`config.mk`:
```
export PLATFORM = sky130hd
export DESIGN_NAME = risc_toy_fetch
export DESIGN_NICKNAME = d
export VERILOG_FILES = /design/src/rtl/risc_toy_pkg.sv /design/src/rtl/fetch_skid_buf.sv /design/src/rtl/risc_toy_fetch.sv
export SDC_FILE = /design/constraint.sdc
export NUM_CORES = 1
export LEC_CHECK = 0
export CORE_MARGIN = 2
export CORE_UTILIZATION = 27
export DETAILED_ROUTE_END_ITERATION = 7
export HOLD_SLACK_MARGIN = 0.15
export PLACE_DENSITY = 0.44
export SYNTH_ARGS = -nofsm -noshare
export SYNTH_HDL_FRONTEND = slang
export SYNTH_HIERARCHICAL = 1
export SYNTH_SLANG_ARGS = --single-unit
```
`constraint.sdc`:
```
create_clock -name CLK -period 2.2 [get_ports CLK]
set_input_delay 0.33 -clock CLK [delete_from_list [all_inputs] [get_ports CLK]]
set_output_delay 0.33 -clock CLK [all_outputs]
set_load 0.02 [all_outputs]
```
`src/rtl/risc_toy_pkg.sv`:
```
// Shared RISC_TOY definitions: datapath widths, fetch FSM encoding, default reset PC.
package risc_toy_pkg;

  localparam int INSTR_W = 32;
  localparam int ADDR_W  = 30;

  localparam logic [ADDR_W-1:0] DEFAULT_RESET_PC = 30'h0000_0000;

  typedef enum logic [1:0] {
    ST_BOOT  = 2'd0,
    ST_RUN   = 2'd1,
    ST_STALL = 2'd2
  } fetch_state_e;

endpackage

```
`src/rtl/fetch_skid_buf.sv`:
```
// One-entry holding register that parks a fetch response while decode is stalled.
module fetch_skid_buf
  import risc_toy_pkg::*;
(
  input  logic               CLK,
  input  logic               RSTN,
  input  logic               load,
  input  logic               clear,
  input  logic [INSTR_W-1:0] load_instr,
  input  logic [ADDR_W-1:0]  load_pc,
  output logic [INSTR_W-1:0] instr,
  output logic [ADDR_W-1:0]  pc,
  output logic               valid
);

  logic [INSTR_W-1:0] instr_r;
  logic [ADDR_W-1:0]  pc_r;
  logic               valid_r;

  // Entry storage; a flush beats a simultaneous load.
  always_ff @(posedge CLK) begin
    if (!RSTN) begin
      instr_r <= 32'h0000_0000;
      pc_r    <= 30'h0000_0000;
      valid_r <= 1'b0;
    end else if (clear) begin
      valid_r <= 1'b0;
    end else if (load) begin
      instr_r <= load_instr;
      pc_r    <= load_pc;
      valid_r <= 1'b1;
    end else begin
      valid_r <= valid_r;
    end
  end

  assign instr = instr_r;
  assign pc    = pc_r;
  assign valid = valid_r;

endmodule

```
`src/rtl/risc_toy_fetch.sv`:
```
// RISC_TOY instruction fetch: PC, single outstanding memory request, IF/ID register,
// stall handling through a one-entry skid buffer and redirect flush.
module risc_toy_fetch
  import risc_toy_pkg::*;
#(
  parameter logic [ADDR_W-1:0] RESET_PC = DEFAULT_RESET_PC
) (
  input  logic               CLK,
  input  logic               RSTN,
  output logic               IREQ,
  output logic [ADDR_W-1:0]  IADDR,
  input  logic [INSTR_W-1:0] INSTR,
  input  logic               ID_STALL,
  input  logic               REDIR_VALID,
  input  logic [ADDR_W-1:0]  REDIR_PC,
  output logic               ID_VALID,
  output logic [INSTR_W-1:0] ID_INSTR,
  output logic [ADDR_W-1:0]  ID_PC
);

  fetch_state_e       state_r;
  logic [ADDR_W-1:0]  pc_r;
  logic               pend_r;
  logic [ADDR_W-1:0]  pend_pc_r;
  logic               id_valid_r;
  logic [INSTR_W-1:0] id_instr_r;
  logic [ADDR_W-1:0]  id_pc_r;

  logic               ireq_s;
  logic               skid_load_s;
  logic               skid_clear_s;
  logic [INSTR_W-1:0] skid_instr_s;
  logic [ADDR_W-1:0]  skid_pc_s;
  logic               skid_valid_s;

  // Request and skid control; a redirect or stall suppresses the request that cycle.
  always_comb begin
    ireq_s       = 1'b0;
    skid_load_s  = 1'b0;
    skid_clear_s = 1'b0;
    if (RSTN && (state_r == ST_RUN || state_r == ST_STALL) && !ID_STALL && !REDIR_VALID) begin
      ireq_s = 1'b1;
    end else begin
      ireq_s = 1'b0;
    end
    if (REDIR_VALID || (!ID_STALL && skid_valid_s)) begin
      skid_clear_s = 1'b1;
    end else begin
      skid_load_s = ID_STALL & pend_r;
    end
  end

  fetch_skid_buf u_skid (
    .CLK        (CLK),
    .RSTN       (RSTN),
    .load       (skid_load_s),
    .clear      (skid_clear_s),
    .load_instr (INSTR),
    .load_pc    (pend_pc_r),
    .instr      (skid_instr_s),
    .pc         (skid_pc_s),
    .valid      (skid_valid_s)
  );

  // PC, response tracking, FSM and IF/ID register.
  always_ff @(posedge CLK) begin
    if (!RSTN) begin
      state_r    <= ST_BOOT;
      pc_r       <= RESET_PC;
      pend_r     <= 1'b0;
      pend_pc_r  <= 30'h0000_0000;
      id_valid_r <= 1'b0;
      id_instr_r <= 32'h0000_0000;
      id_pc_r    <= 30'h0000_0000;
    end else begin
      pend_r    <= ireq_s;
      pend_pc_r <= pc_r;
      if (REDIR_VALID) begin
        // Any response arriving this cycle belongs to the wrong path and is dropped.
        pc_r       <= REDIR_PC;
        state_r    <= ST_RUN;
        id_valid_r <= 1'b0;
      end else begin
        if (ireq_s) begin
          pc_r <= pc_r + 30'd1;
        end else begin
          pc_r <= pc_r;
        end
        case (state_r)
          ST_BOOT:  state_r <= ST_RUN;
          ST_RUN:   state_r <= ID_STALL ? ST_STALL : ST_RUN;
          ST_STALL: state_r <= ID_STALL ? ST_STALL : ST_RUN;
          default:  state_r <= ST_BOOT;
        endcase
        if (!ID_STALL) begin
          if (skid_valid_s) begin
            id_valid_r <= 1'b1;
            id_instr_r <= skid_instr_s;
            id_pc_r    <= skid_pc_s;
          end else if (pend_r) begin
            id_valid_r <= 1'b1;
            id_instr_r <= INSTR;
            id_pc_r    <= pend_pc_r;
          end else begin
            id_valid_r <= 1'b0;
          end
        end else begin
          id_valid_r <= id_valid_r;
        end
      end
    end
  end

  assign IREQ     = ireq_s;
  assign IADDR    = pc_r;
  assign ID_VALID = id_valid_r;
  assign ID_INSTR = id_instr_r;
  assign ID_PC    = id_pc_r;

endmodule

```
# ---- Word-level counts from Yosys, hierarchy flattened
# Index checks and enable logic that the tools add are counted.
# W data, S select, Z words.
dict set report word_totals {
  regBits 189
  elab_cells 49
}
dict set report op_classes {
  n_addsub 1
  eq_ne 2
  mux 14
  bitwise_logic 5
  n_reduce_logical 16
}
# operator n
set ops {}
lappend ops {{$mux W30} 4}
lappend ops {{$mux W32} 2}
lappend ops {{$add A30 B1 Y30 const B} 1}
lappend ops {{$mux W1} 6}
lappend ops {{$reduce_or A2 Y1} 3}
lappend ops {{$logic_and A1 B1 Y1} 4}
lappend ops {{$not A1 Y1} 4}
lappend ops {{$pmux W2 S2} 1}
lappend ops {{$reduce_bool A2 Y1} 2}
lappend ops {{$reduce_and A3 Y1} 1}
lappend ops {{$eq A2 B1 Y1 const B} 1}
lappend ops {{$eq A2 B2 Y1 const B} 1}
lappend ops {{$logic_not A1 Y1} 2}
lappend ops {{$logic_not A2 Y1} 1}
lappend ops {{$logic_or A1 B1 Y1} 2}
lappend ops {{$mux W2} 1}
lappend ops {{$reduce_and A2 Y1} 1}
lappend ops {{$and A1 B1 Y1} 1}

# ---- Depth between registers and ports, before layout
dict set report depth {
  ltp_word 8
  mapped_depth 8
  ltp_nobuf 6
}

# ---- Hierarchy
# Netlist, hierarchy kept.
# mod instances cells_each area_per_inst_um2 seq_area_each_um2
set by_module_without_submodules {}
lappend by_module_without_submodules {risc_toy_fetch 1 593 5728.0 2522.4}
lappend by_module_without_submodules {fetch_skid_buf 1 273 2603.7 1261.2}

# ---- Worst setup path after synthesis
# OpenSTA, ideal clock, no wires.
dict set report synth_path {
  path_type {register to register}
  startpoint {reg state_r[0]}
  endpoint {reg pc_r[29] (netlist: IADDR[29])}
  setup_time_ns 0.062
  arrival_time_ns 1.899
  t_required_ns 2.138
  slack_ns 0.239
  path_stages_with_launch 7
  n_path_buf 0
  cell_sequence {dfxtp_1 > inv_1 > ha_1 > nor4bb_1 > nand2_1 > a31o_2 > nand3_1}
}
dict set report synth_via {
  elab_chain_len 7
  elab_cells_between_ends 8
  classes_between {eq/ne (2); mux (1); reduce/logical (5)}
}
# item line
set synth_rtl {}
lappend synth_rtl {{start: declaration} risc_toy_fetch.sv:21} ;# fetch_state_e state_r;
lappend synth_rtl {{start signal: assignment} risc_toy_fetch.sv:91} ;# ST_RUN: state_r <= ID_STALL ? ST_STALL : ST_RUN;
lappend synth_rtl {{start signal: assignment} risc_toy_fetch.sv:92} ;# ST_STALL: state_r <= ID_STALL ? ST_STALL : ST_RUN;
lappend synth_rtl {{$eq A2 B1 Y1 / $eq A2 B2 Y1 (equally long branches)} risc_toy_fetch.sv:41} ;# if (RSTN && (state_r == ST_RUN || state_r == ST_STALL) && !ID_STALL && !REDIR_VALID) begin
lappend synth_rtl {{$logic_or A1 B1 Y1 *} risc_toy_fetch.sv:41}
lappend synth_rtl {{$logic_and A1 B1 Y1 * (3 in series)} risc_toy_fetch.sv:41}
lappend synth_rtl {{$mux W1 *} risc_toy_fetch.sv:41}
lappend synth_rtl {{named net IREQ} risc_toy_fetch.sv:10} ;# output logic IREQ,
lappend synth_rtl {{$reduce_bool A2 Y1 (no source line) *} n/a}
lappend synth_rtl {{end signal: assignment} risc_toy_fetch.sv:85} ;# pc_r <= pc_r + 30'd1;
lappend synth_rtl {{end signal: assignment} risc_toy_fetch.sv:87} ;# pc_r <= pc_r;
lappend synth_rtl {{end: declaration} risc_toy_fetch.sv:22} ;# logic [ADDR_W-1:0] pc_r;
# Mark *: on every way through the listed nets, which the timed path passes. The rest lies on a longest branch.
# A chain may end at the register's enable or synchronous reset.

# ---- Final worst setup path
dict set report layout_path {
  startpoint {reg pc_r[25] (netlist: IADDR[25])}
  endpoint {out IADDR[25]}
}
# item line
set layout_lines {}
lappend layout_lines {{end: declaration} risc_toy_fetch.sv:11} ;# output logic [ADDR_W-1:0] IADDR,
# No word-level cell between the ends.

==> impl_metrics.prom <==
# TYPE chip_impl_metric gauge
chip_impl_metric{name="timing.final.setup_violations",unit=""} 0
chip_impl_metric{name="timing_worst_slew_pin_value",unit="ns"} 0.9015
chip_impl_info{name="highest_metal_used",value="met4"} 1
chip_impl_metric{name="worst-r2r-cell-count",unit=""} 5
chip_impl_metric{name="drt-wirelength-per-cell",unit="um"} 15.94
chip_impl_metric{name="mappedNetlistNets",unit=""} 935
chip_impl_metric{name="cp_data_required_time",unit="ns"} 1.87
chip_impl_info{name="cts_root_buffer",value="clkbuf_16"} 1
chip_impl_metric{name="met3RoutedLength",unit="um"} 776
chip_impl_metric{name="grt-ovfl-total",unit=""} 0
chip_impl_metric{name="setup_total_negative_slack",unit="ns"} 0
chip_impl_metric{name="yosys_register_bits",unit=""} 189
chip_impl_metric{name="number_of_design_rule_violations_left_after_detail_routing",unit=""} 0
chip_impl_info{name="yosys-top-cells-area",value="dfxtp_1, mux2i_1, nand2_1, o211a_1, and2_1"} 1
chip_impl_metric{name="clock_insertion_delay_worst_skew",unit="ns"} 0.43
chip_impl_metric{name="drt-met1-wl",unit="um"} 11690
chip_impl_info{name="critPathKind",value="reg2out"} 1
chip_impl_metric{name="power_internal",unit="mW"} 5.926
chip_impl_metric{name="postCtsHoldBufs",unit=""} 0
chip_impl_metric{name="r2r_setup_slk",unit="ns"} 0.19
chip_impl_metric{name="count_of_inserted_antenna_diode_cells",unit=""} 0
chip_impl_metric{name="grt_usage",unit="%"} 14.07
chip_impl_metric{name="dp_worst_slack",unit="ns"} 0.03079
chip_impl_metric{name="grt_max_degree",unit=""} 92
chip_impl_metric{name="final.fill_count",unit=""} 3096
chip_impl_info{name="cp-start-kind",value="register"} 1
chip_impl_metric{name="drive_gt1_share",unit="%"} 9.450
chip_impl_metric{name="cellLeakagePower",unit="nW"} 4.496
chip_impl_info{name="mostFrequentLayoutCells",value="nand2_1, dfxtp_1, clkdlybuf4s50_1"} 1
chip_impl_metric{name="die-height",unit="um"} 179.7
chip_impl_metric{name="final_core_util",unit="%"} 36.39
chip_impl_metric{name="timing.max_slew.rel_slack",unit="%"} 39.90
chip_impl_metric{name="initial_util",unit="%"} 27.31
chip_impl_metric{name="routed_wirelength",unit="um"} 22850
chip_impl_metric{name="detail_route.first_pass.iterations",unit=""} 5
chip_impl_info{name="hp-start",value="RSTN"} 1
chip_impl_info{name="run_status",value="complete, no violations"} 1
chip_impl_metric{name="buffer_depth_of_the_longest_clock_path",unit=""} 2
chip_impl_info{name="critPathSlowestCell",value="clkdlybuf4s50_1"} 1
chip_impl_metric{name="x_dimension_of_the_die",unit="um"} 179.7
chip_impl_metric{name="cts-htree-levels",unit=""} 4
chip_impl_metric{name="detailedPlacementHpwl",unit="um"} 15910
chip_impl_metric{name="first_pass_grt_wire_length",unit="um"} 36300
chip_impl_metric{name="post_dp_cell_area",unit="mm2"} 0.01044
chip_impl_info{name="r2r-end",value="IADDR[19]$_SDFFE_PN0P_"} 1
chip_impl_metric{name="async_flop_share",unit="%"} 0
chip_impl_metric{name="hold_viol_final",unit=""} 0
chip_impl_metric{name="io_pins",unit=""} 160
chip_impl_metric{name="synth_edf_count",unit=""} 0
chip_impl_metric{name="clock-skew-final",unit="ns"} 0.01340
chip_impl_info{name="synth_area_leader_cell",value="dfxtp_1"} 1
chip_impl_metric{name="sequential_cell_area",unit="mm2"} 0.003787
chip_impl_metric{name="multiInputGateArea",unit="mm2"} 0.004065
chip_impl_metric{name="min_period_over_period",unit="%"} 92.38
chip_impl_metric{name="grt_pass1_vias",unit=""} 6247
chip_impl_metric{name="netSwitchingPower",unit="mW"} 1.862
chip_impl_metric{name="met2_length",unit="um"} 10020
chip_impl_metric{name="worstHoldPathCells",unit=""} 3
chip_impl_metric{name="cp.arrival",unit="ns"} 1.70
chip_impl_info{name="cts_tree",value="yes"} 1
chip_impl_metric{name="initial_antenna_violation_count",unit=""} 0
chip_impl_metric{name="placementRows",unit=""} 64
chip_impl_metric{name="timing.hold.ws",unit="ns"} 0.3231
chip_impl_metric{name="ir_worst_vdd",unit="uV"} 527.3
chip_impl_metric{name="route.detailed.vias_per_inst",unit=""} 4.613
chip_impl_metric{name="dr.first_iter.drc_count",unit=""} 309
chip_impl_metric{name="clock-sinks",unit=""} 189
chip_impl_metric{name="maxCapViolations",unit=""} 0
chip_impl_info{name="min_path_type",value="in2reg"} 1
chip_impl_metric{name="place.gp.congestion",unit=""} 0.7920
chip_impl_metric{name="synthesis_to_layout_area_growth",unit="%"} 33.25
chip_impl_metric{name="mappedNetlistArea",unit="mm2"} 0.008332
chip_impl_metric{name="postSynthCellCount",unit=""} 866
chip_impl_info{name="hold_path_end",value="state_r[1]$_SDFF_PP0_"} 1
chip_impl_info{name="synthFlopType",value="dfxtp_1"} 1
chip_impl_metric{name="power_per_cell_area",unit="mW/mm2"} 701.5
chip_impl_metric{name="detail-route-antenna-nets",unit=""} 0
chip_impl_info{name="layout.cells.most_common",value="nand2_1"} 1
chip_impl_info{name="worstPathCellList",value="clkdlybuf4s50_1"} 1
chip_impl_metric{name="critical_path_peak_fanout",unit=""} 9
chip_impl_info{name="grt_setup_unrepaired",value="false"} 1
chip_impl_metric{name="synthDistinctLibCells",unit=""} 49
chip_impl_metric{name="cts.repair_timing.setup_buffer_count",unit=""} 0
chip_impl_metric{name="comb_power_share",unit="%"} 9.5
chip_impl_metric{name="layout.nets",unit=""} 1093
chip_impl_metric{name="synth.yosys.warnings",unit=""} 6
chip_impl_metric{name="clk_transition_reported_paths",unit="ns"} 0.08
chip_impl_metric{name="fin_cells",unit=""} 1433
chip_impl_info{name="reg2reg_from",value="IADDR[0]$_SDFFE_PN0P_"} 1
chip_impl_metric{name="number_of_buffers_added_by_the_clock_tree_synthesis_step",unit=""} 17
chip_impl_metric{name="core_area",unit="mm2"} 0.03051
chip_impl_metric{name="cp_slowest_stage_delay",unit="ns"} 0.69
chip_impl_metric{name="timing.final.ws_setup",unit="ns"} 0.1676
chip_impl_info{name="critical_path.endpoint_type",value="output port"} 1
chip_impl_metric{name="final_period_minus_worst_setup_slack",unit="ns"} 2.032
chip_impl_metric{name="seq_power_share",unit="%"} 46.0
chip_impl_metric{name="die_area",unit="mm2"} 0.03228
chip_impl_metric{name="average_cell_area_after_synthesis",unit="um2"} 9.621
chip_impl_metric{name="clkPwrFrac",unit="%"} 44.5
chip_impl_metric{name="buffer_ports.inserted",unit=""} 159
chip_impl_metric{name="slew_viol_final",unit=""} 0
chip_impl_metric{name="route.vias.total",unit=""} 6610
chip_impl_metric{name="share_of_synthesized_area_occupied_by_flip_flops_and_latches",unit="%"} 45.41
chip_impl_metric{name="finalInstanceArea",unit="mm2"} 0.01110
chip_impl_metric{name="placed_cells_incl_taps",unit=""} 1401
chip_impl_metric{name="clock.fmax",unit="MHz"} 492.0
chip_impl_metric{name="combined_buffer_and_inverter_count_along_the_critical_path",unit=""} 1
chip_impl_metric{name="synth.top_cell.area_share",unit="%"} 45.41
chip_impl_metric{name="sw_share",unit="%"} 23.91
chip_impl_info{name="crit_family",value="buffers and inverters"} 1
chip_impl_metric{name="total_power",unit="mW"} 7.788
## cell usage after synthesis (2+ instances only)
| master | number |
|---|---|
| o311a_1 | 3 |
| or4_1 | 9 |
| o31ai_1 | 9 |
| and4_1 | 6 |
| and2_2 | 2 |
| dfxtp_1 | 189 |
| buf_1 | 8 |
| a31o_2 | 4 |
| o21a_1 | 3 |
| and2_1 | 31 |
| buf_6 | 3 |
| nand3b_1 | 3 |
| nor2b_1 | 2 |
| and3_1 | 4 |
| nand4_1 | 13 |
| a21oi_1 | 8 |
| clkbuf_8 | 3 |
| xor2_1 | 4 |
| and3_2 | 2 |
| nor4_1 | 7 |
| nand2_1 | 202 |
| buf_2 | 15 |
| xnor2_1 | 7 |
| a31oi_1 | 11 |
| nor2_1 | 9 |
| nor3b_1 | 3 |
| buf_4 | 6 |
| nand3_1 | 16 |
| nand2b_1 | 8 |
| inv_1 | 7 |
| buf_12 | 7 |
| clkbuf_1 | 25 |
| mux2i_1 | 124 |
| nor3_1 | 8 |
| o21ai_0 | 21 |
| ha_1 | 3 |
| nor4bb_1 | 2 |
| o211a_1 | 68 |
## routing by layer
metal | up-vias | track usage [%]
li1 | 3368 | -
met5 | - | 0
met4 | 0 | 4.553
met3 | 19 | 2.472
met1 | 3092 | 20.24
met2 | 131 | 21.27
## cell type report
type                    instances  area share, %
clock buffers                  19          3.990
clock inverters                13          1.905
inverters                       7         0.2367
multi-input cells             602          36.62
flip-flops and latches        189          34.11
well taps                     396          4.463
repair buffers                207          18.67
## worst max-delay path by stage
stage                           start                      to  slack (ns)  cells past startpoint
2_1_floorplan   state_r[0]$_SDFF_PN0_  IADDR[29]$_SDFFE_PN0P_        0.24                      6
3_3_place_gp                 ID_STALL                    IREQ        0.06                      3
3_5_place_dp                 ID_STALL  IADDR[19]$_SDFFE_PN0P_        0.03                      6
4_1_cts         state_r[0]$_SDFF_PN0_                    IREQ        0.01                      4
5_1_grt         state_r[0]$_SDFF_PN0_  IADDR[18]$_SDFFE_PN0P_        0.02                      7
6_report       IADDR[25]$_SDFFE_PN0P_               IADDR[25]        0.17                      1
## flip-flops by register name, summed over array words and instances (netlist names)
| name | cells |
|---|---|
| IADDR | 30 |
| ID_INSTR | 32 |
| ID_PC | 30 |
| ID_VALID | 1 |
| pend_pc_r | 30 |
| pend_r | 1 |
| state_r | 2 |
| u_skid/instr | 32 |
| u_skid/pc | 30 |
| u_skid/valid | 1 |
## worst register-to-register path, stage by stage (launching register included)
cell and delay, ns:
dfxtp_1 0.48, and4_1 0.38, nand4_1 0.13, buf_4 0.19, or4_2 0.61, a31oi_1 0.16
## timing repair
item                                    4_1_cts  5_1_grt
endpoints found under the setup margin        1        3
cloned                                        0        0
resized for setup                             3        3
pin swaps                                     0        0
## logic make-up (layout without fill, tap and decap cells)
family                   Yosys count  count (layout)  share of synthesized area [%]
buffers and inverters             75             246                          5.962
AO/OA/AOI/OAI                    130             130                          12.91
XOR/XNOR                          11              11                          1.156
adder cells (fa/ha/maj)            3               3                         0.4506
flip-flops                       189             189                          45.41
AND/OR/NAND/NOR                  334             334                          19.21
multiplexers                     124             124                          14.90
## power groups by stage
stage	Clock (mW)	Sequential, mW	Combinational (mW)
after floorplan	0	3.72	0.297
after global placement	0	3.66	0.752
after detailed placement	0	3.66	0.749
after CTS	3.60	3.58	0.753
after global routing	3.73	3.59	0.809
final	3.46	3.58	0.741
No activity file was read; power rests on OpenSTA's default activity.
